`config.mk`:
```
export PLATFORM = sky130hd
export DESIGN_NAME = vga_timing
export DESIGN_NICKNAME = d
export VERILOG_FILES = /design/src/rtl/vga_pkg.sv /design/src/rtl/vga_timing.sv
export SDC_FILE = /design/constraint.sdc
export NUM_CORES = 1
export LEC_CHECK = 0
export BUFFER_PORTS_ARGS = -buffer_cell sky130_fd_sc_hd__buf_2
export CORE_MARGIN = 2
export CORE_UTILIZATION = 40
export DETAILED_ROUTE_END_ITERATION = 10
export PLACE_DENSITY = 0.62
export SYNTH_ARGS = -nofsm -noshare
export SYNTH_HDL_FRONTEND = slang
export SYNTH_SLANG_ARGS = --single-unit
```
`constraint.sdc`:
```
create_clock -name clk -period 3.2 [get_ports clk]
set_input_delay 0.32 -clock clk [delete_from_list [all_inputs] [get_ports clk]]
set_output_delay 0.32 -clock clk [all_outputs]
set_load 0.02 [all_outputs]
```
`src/rtl/vga_pkg.sv`:
```
// Shared 1024x768@60Hz (65 MHz pixel clock) timing constants for the video pipeline.
// Drawing stages import this package so every stage agrees on the frame geometry.
package vga_pkg;

    localparam int unsigned COUNT_W = 12;

    typedef logic [COUNT_W-1:0] count_t;

    localparam int unsigned H_VISIBLE = 1024;
    localparam int unsigned H_FRONT   = 24;
    localparam int unsigned H_SYNC    = 136;
    localparam int unsigned H_BACK    = 160;
    localparam int unsigned H_TOTAL   = H_VISIBLE + H_FRONT + H_SYNC + H_BACK;

    localparam int unsigned V_VISIBLE = 768;
    localparam int unsigned V_FRONT   = 3;
    localparam int unsigned V_SYNC    = 6;
    localparam int unsigned V_BACK    = 29;
    localparam int unsigned V_TOTAL   = V_VISIBLE + V_FRONT + V_SYNC + V_BACK;

    // Inclusive range test shared by the sync/blank decoders.
    function automatic logic in_range(input count_t value, input count_t lo, input count_t hi);
        return (value >= lo) && (value <= hi);
    endfunction

endpackage

```
`src/rtl/vga_timing.sv`:
```
// Horizontal/vertical raster counters with registered sync, blank and frame-start flags.
// Flags are decoded from the next counts so they line up with the count outputs.
module vga_timing
    import vga_pkg::*;
#(
    parameter int unsigned H_VIS = H_VISIBLE,
    parameter int unsigned H_FP  = H_FRONT,
    parameter int unsigned H_SW  = H_SYNC,
    parameter int unsigned H_BP  = H_BACK,
    parameter int unsigned V_VIS = V_VISIBLE,
    parameter int unsigned V_FP  = V_FRONT,
    parameter int unsigned V_SW  = V_SYNC,
    parameter int unsigned V_BP  = V_BACK
) (
    input  logic        clk,
    input  logic        reset,
    output logic [11:0] hcount_out,
    output logic        hsync_out,
    output logic        hblnk_out,
    output logic [11:0] vcount_out,
    output logic        vsync_out,
    output logic        vblnk_out,
    output logic        frame_tick
);

    localparam count_t H_LAST        = count_t'(H_VIS + H_FP + H_SW + H_BP - 1);
    localparam count_t H_BLANK_START = count_t'(H_VIS);
    localparam count_t H_SYNC_START  = count_t'(H_VIS + H_FP);
    localparam count_t H_SYNC_END    = count_t'(H_VIS + H_FP + H_SW - 1);

    localparam count_t V_LAST        = count_t'(V_VIS + V_FP + V_SW + V_BP - 1);
    localparam count_t V_BLANK_START = count_t'(V_VIS);
    localparam count_t V_SYNC_START  = count_t'(V_VIS + V_FP);
    localparam count_t V_SYNC_END    = count_t'(V_VIS + V_FP + V_SW - 1);

    logic   h_wrap;
    logic   v_wrap;
    count_t h_next;
    count_t v_next;
    logic   hsync_next;
    logic   hblnk_next;
    logic   vsync_next;
    logic   vblnk_next;
    logic   frame_next;

    // NOTE: every signal is assigned on every pass through this block, so no latch is inferred.
    always_comb begin
        // Wrap on >= rather than == so a corrupted count can only ever fall back to 0.
        h_wrap = (hcount_out >= H_LAST);
        v_wrap = (vcount_out >= V_LAST);

        h_next = h_wrap ? '0 : hcount_out + count_t'(1);
        if (!h_wrap) begin
            v_next = vcount_out;
        end else if (v_wrap) begin
            v_next = '0;
        end else begin
            v_next = vcount_out + count_t'(1);
        end

        hblnk_next = (h_next >= H_BLANK_START);
        hsync_next = in_range(h_next, H_SYNC_START, H_SYNC_END);
        vblnk_next = (v_next >= V_BLANK_START);
        vsync_next = in_range(v_next, V_SYNC_START, V_SYNC_END);
        frame_next = h_wrap && v_wrap;
    end

    // NOTE: sequential state uses non-blocking assignments so all registers update from the same pre-edge values.
    always_ff @(posedge clk) begin
        if (reset) begin
            hcount_out <= '0;
            vcount_out <= '0;
            hsync_out  <= 1'b0;
            hblnk_out  <= 1'b0;
            vsync_out  <= 1'b0;
            vblnk_out  <= 1'b0;
            frame_tick <= 1'b0;
        end else begin
            hcount_out <= h_next;
            vcount_out <= v_next;
            hsync_out  <= hsync_next;
            hblnk_out  <= hblnk_next;
            vsync_out  <= vsync_next;
            vblnk_out  <= vblnk_next;
            frame_tick <= frame_next;
        end
    end

endmodule

```
# Yosys cells after proc, flatten, opt, wreduce, memory -nomap -nowiden

Cells that the tools add are included.

Register bits: 29
Bits in latches: 0
Memory bits (writable): 0
ROM bits: 0
Output and inout port bits: 29
Memories kept: 0

$add $sub $neg: 2
$mul: 0
Div/mod/pow operators: 0
Order comparisons: 8
Eq/ne operators: 0
Shift operators: 0
Muxes and demuxes: 3
Bitwise gates (word level): 0
Reduce and logical (&&, ||, !) cells: 3

Operators by type and width:

| operator                                                            | number |
|---|---|
| greater-or-equal comparator 12 x 10 -> 1 bit, second input constant | 3 |
| greater-or-equal comparator 12 x 11 -> 1 bit, second input constant | 3 |
| two-way mux 12 bit                                                  | 3 |
| adder 12 x 1 -> 12 bit, second input constant                       | 2 |
| <= comparator 12 x 10 -> 1 bit, second input constant               | 1 |
| <= comparator 12 x 11 -> 1 bit, second input constant               | 1 |
| logical AND 1 bit                                                   | 3 |

# Logic depth before layout (Yosys ltp)

Word-level depth: 5
Depth in mapped cells: 9
Gate-level depth less buffers: 8

# Worst setup path before layout

Ideal clock, no wire load.

Path kind: register to register
From: register hcount_out[0]
To: register vsync_out
Arrival: 2.205 ns
Slack: 0.892 ns
Cell stages (with the launch flop): 8
Period minus slack after synthesis: 2.308 ns
Path through: dfxtp_1 > ha_1 > and3_1 > a31oi_4 > or4_1 > xor2_1 > nand3_1 > a2111oi_2

Cells in the longest elaborated chain, start to end: 4

RTL lines:

| element                                                                                        | RTL line         | source |
|---|---|---|
| start, declared                                                                                | vga_timing.sv:17 | `output logic [11:0] hcount_out,` |
| start signal, assigned                                                                         | vga_timing.sv:79 | `hcount_out <= h_next;` |
| greater-or-equal comparator 12 x 11 -> 1 bit *                                                 | vga_timing.sv:49 | `h_wrap = (hcount_out >= H_LAST);` |
| two-way mux 12 bit *                                                                           | vga_timing.sv:53 | `if (!h_wrap) begin` |
| greater-or-equal comparator 12 x 10 -> 1 bit or <= comparator 12 x 10 -> 1 bit (tied branches) | vga_pkg.sv:23    | `return (value >= lo) && (value <= hi);` |
| logical AND 1 bit *                                                                            | vga_pkg.sv:23    |  |
| end signal, assigned                                                                           | vga_timing.sv:83 | `vsync_out <= vsync_next;` |
| end, declared                                                                                  | vga_timing.sv:21 | `output logic vsync_out,` |

Mark *: on every way between the ends. The rest lies on a longest branch, timed or not.
A chain may end at the register's enable or synchronous reset.

# Worst setup path in the final report

From: register hcount_out[9]
To: register vsync_out

Same word-level chain as after synthesis.

==> results list <==
- Outcome: completed
* Worst Hold Launch: reset
- Clock root buffer master: clkbuf_8
- Initial Util: 40.94%
- Dividing the synthesized area by the synthesized cell count gives 8.152 µm².
* Area share of the leading cell type in the synthesized netlist: 35.97%
- The mapped netlist covers 1614 µm².
- In the final routed layout, each cell accounts on average for 13.47 µm.
- The number of nets in the synthesized netlist is 204.
- Ratio of cells with drive above 1 in the final layout: 19.11%
- Peak supply drop: 0.1989 mV
- The layer flagged by global routing as most heavily used is met2.
* Longest Clk Path Bufs: 2
- The synthesized netlist devotes 18.84% of its cell area to compound gates.
- Post-CTS repair changed the size of 0 cells.
* Number of global-route vias before repair: 1285
* Total Neg Setup Slack: 0 ns
- Pre-CTS setup slack: 0.8563 ns
* Most used cells in the layout excluding fill and tap cells: nor2_1 (31), buf_2 (30), dfxtp_1 (29)
- The detail route stage leaves a number of antenna-violating nets equal to 0.
- Congestion Overflow GR: 0
- In the routed design, unresolved DRC markers number 0.
- Together, buffers and inverters on the worst path number 0.
* Die area: 4559 µm²
* Filler Cell Count: 407
- The number of antenna diodes in the final layout is 0.
* Max stage delay on crit path: 0.57 ns
* Area share of and/or/nand/nor cells after synthesis: 27.91%
* Vias after detailed routing: 1436
- In the global route stage, met2 resource usage came out at 26.23%.
* # setup viols final: 0
- CP max-delay cell: or4_4
* Area growth from synthesis to layout: 14.26%
- Summing the areas of all fa, ha and maj instances in the mapped netlist gives 3.101% of the synthesized area.
- In this run the worst setup path begins at hcount_out[9]$_SDFF_PP0_.
* Post-DP HPWL: 2681 µm
- Of the total synthesized cell area, the portion taken by XOR and XNOR cells is 8.682%.
* Gate count after technology mapping: 198
- The library cell used most frequently in the layout, excluding fill and tap cells, is nor2_1.
- Total Power: 703.6 µW
* Most common flop cell mapped by yosys: dfxtp_1
- The synthesized design contains 0 enable-type register cells.
- Entering global routing, the biggest net connects 16 pins.
- TritonCTS built the clock tree.
- At the end of the flow, the number of nets in the layout was 230.
- Based on the critical path, the design can be clocked at up to 424.1 MHz.
- Period Utilization, post-route: 73.69%
- Setup repair after global routing left no endpoint under its margin.
* Post-synthesis sequential area ratio: 35.97%
- In the routed layout, each cell is associated on average with a via count of 5.222.
- 1st-iter DRT viols: 96
* Die Span Y: 67.52 µm
* Crit end category: flop
- Largest family of logic cells by synthesized area: simple AND/OR/NAND/NOR gates
* Distinct cell type count after synthesis: 45
- Post-layout util: 46.78%
* Iteration count of the initial detailed-routing pass: 4
- Non-Filler Instances: 275
- At the worst endpoint, the arrival time is 2.54 ns.
- Global-route wire length before repair: 6203 µm
- Fraction of met3 tracks used by global routing: 4.833%
* Largest cells by area after synthesis: dfxtp_1 (36%), nor2_1 (7.2%), xnor2_1 (5.4%)
* Final worst hold slack: 0.2851 ns
- All-layer global routing usage: 18.39%
- Min Tclk post-route: 2.358 ns
* CTS H-Tree Depth: 2
- Buffers added to address setup during post-CTS repair amount to 0.
- WP data required: 3.38 ns
- Pin placement for this block handled 31 I/O pins.
- In this run the tool buffered the top-level ports with 30 buffer cells.
- Summed over all instances, the cell type with the most area after synthesis is dfxtp_1.
* Kind of path behind the tightest hold check: in2reg
- The floorplan step set the die width to 67.52 µm.
- Dividing total power by cell area gives a power density of 381.5 nW/µm².
- Clock skew on the completed layout was measured at 0.007310 ns.
* Total wire length after detailed routing: 3703 µm
- Buffers inserted during clock tree synthesis total 5.
- Once placement completed, the tool counted placed cells totaling 267.
- The Yosys step of the flow raised 0 warnings.
- FP Rows: 23
* Clk_lat worst skew: 0.28 ns
- Traced cell by cell, the critical path runs through or4_4 > a31oi_4 > or2_1 > nor2_1 > a21o_1 > a2111oi_2.
- Once placement finished, the instance area stood at 1764 µm².
- The number of pins exceeding their max-slew limit in the final report is 0.
- Max Fanout on Critical Path: 15
- After clock tree synthesis, the clock-pin slew on the worst setup and hold paths is 0.06 ns.
* Register bit total from synthesis: 29
- Global placer's final weighted congestion: 0.8585
* Crit path launch type: flop
- The initial antenna violation count is 0.
- Sink count of the clock tree: 29
* Met1 Use GR: 25.90%
- MaxCap Viol Count: 0
- The hold violation total from the final report is 0.
* Measured slew at the worst slew-check pin: 0.7905 ns
- Headroom to the max-slew limit came out at 46.63%.
* Final design area excluding fillers: 1844 µm²
* Reg2Reg Launch Point: hcount_out[9]$_SDFF_PP0_
- Cell class contributing the biggest share of worst-path delay: simple AND/OR/NAND/NOR gates
- Share of synthesized registers carrying an async set or reset: 0%
* Core region area: 3943 µm²
- The number of hold buffers added after CTS was 0.
* Crit Path Class: reg2reg
- Measured against the total synthesized area, the mux share comes to 0%.
- Across all setup checks in the final design, the least slack found is 0.8419 ns.
* Reported leakage power: 0.7552 nW
-- worst reg2reg max path: cells and delay by family (launching register included) --
family / cells / cell delay, ns
AND/OR/NAND/NOR: 3 / 1.17
AO/OA/AOI/OAI: 3 / 0.70
flip-flops: 1 / 0.38
-- power breakdown --
group / internal [mW] / total (mW) / switching [mW]
Combinational: 0.0166 / 0.0474 / 0.0309
Clock: 0.154 / 0.283 / 0.129
Sequential: 0.365 / 0.373 / 0.00721
-- cell type report --
cell class	instances	area (µm²)	share of cell area (%)
Tap cell	50	62.56	3.392
Clock buffer	8	80.08	4.342
Timing Repair Buffer	31	157.7	8.548
Multi-Input combinational cell	153	948.4	51.42
Sequential cell	29	580.6	31.48
Inverter	4	15.01	0.8141
-- registers in the layout (all words and copies together) (netlist names) --
name        cells
hcount_out     12
vsync_out       1
vcount_out     12
hblnk_out       1
hsync_out       1
vblnk_out       1
frame_tick      1
-- per-layer routing --
layer,share of wire [%],vias up
met5,0,-
met4,1.7,0
met3,4.3,4
met2,43,35
met1,51,651
li1,-,746
-- synth_stat cells (2+ instances only) --
cell / number
nand2_1: 15
o21ai_0: 8
ha_1: 4
nand3b_1: 3
a2111oi_2: 2
xnor2_1: 10
xor2_1: 6
a211oi_1: 2
a22oi_1: 3
a31oi_1: 4
and2_1: 2
and3_1: 9
a21oi_1: 8
buf_6: 3
or4_1: 2
o21a_1: 3
nand2b_1: 3
nor4_1: 2
buf_2: 2
nand4_1: 2
nand3_1: 10
nor3_1: 6
clkbuf_1: 6
nor2_1: 31
inv_1: 4
dfxtp_1: 29
-- cell families after synthesis --
| logic type | count (synthesis) |
|---|---|
| xor gates and xnor gates | 16 |
| adders and majority gates | 4 |
| other | 1 |
| buffers and inverters | 16 |
| and+or+nand+nor | 91 |
| AOI/OAI and AO/OA | 41 |
| DFF | 29 |
-- final timing paths --
check,cells past startpoint,end,slack [ns]
max reg2reg,6,vsync_out$_SDFF_PP0_,0.84
max,6,vsync_out$_SDFF_PP0_,0.84
min reg2reg,1,hcount_out[0]$_SDFF_PP0_,0.48
min,2,vcount_out[6]$_SDFF_PP0_,0.29
No activity file was read; power rests on OpenSTA's default activity.
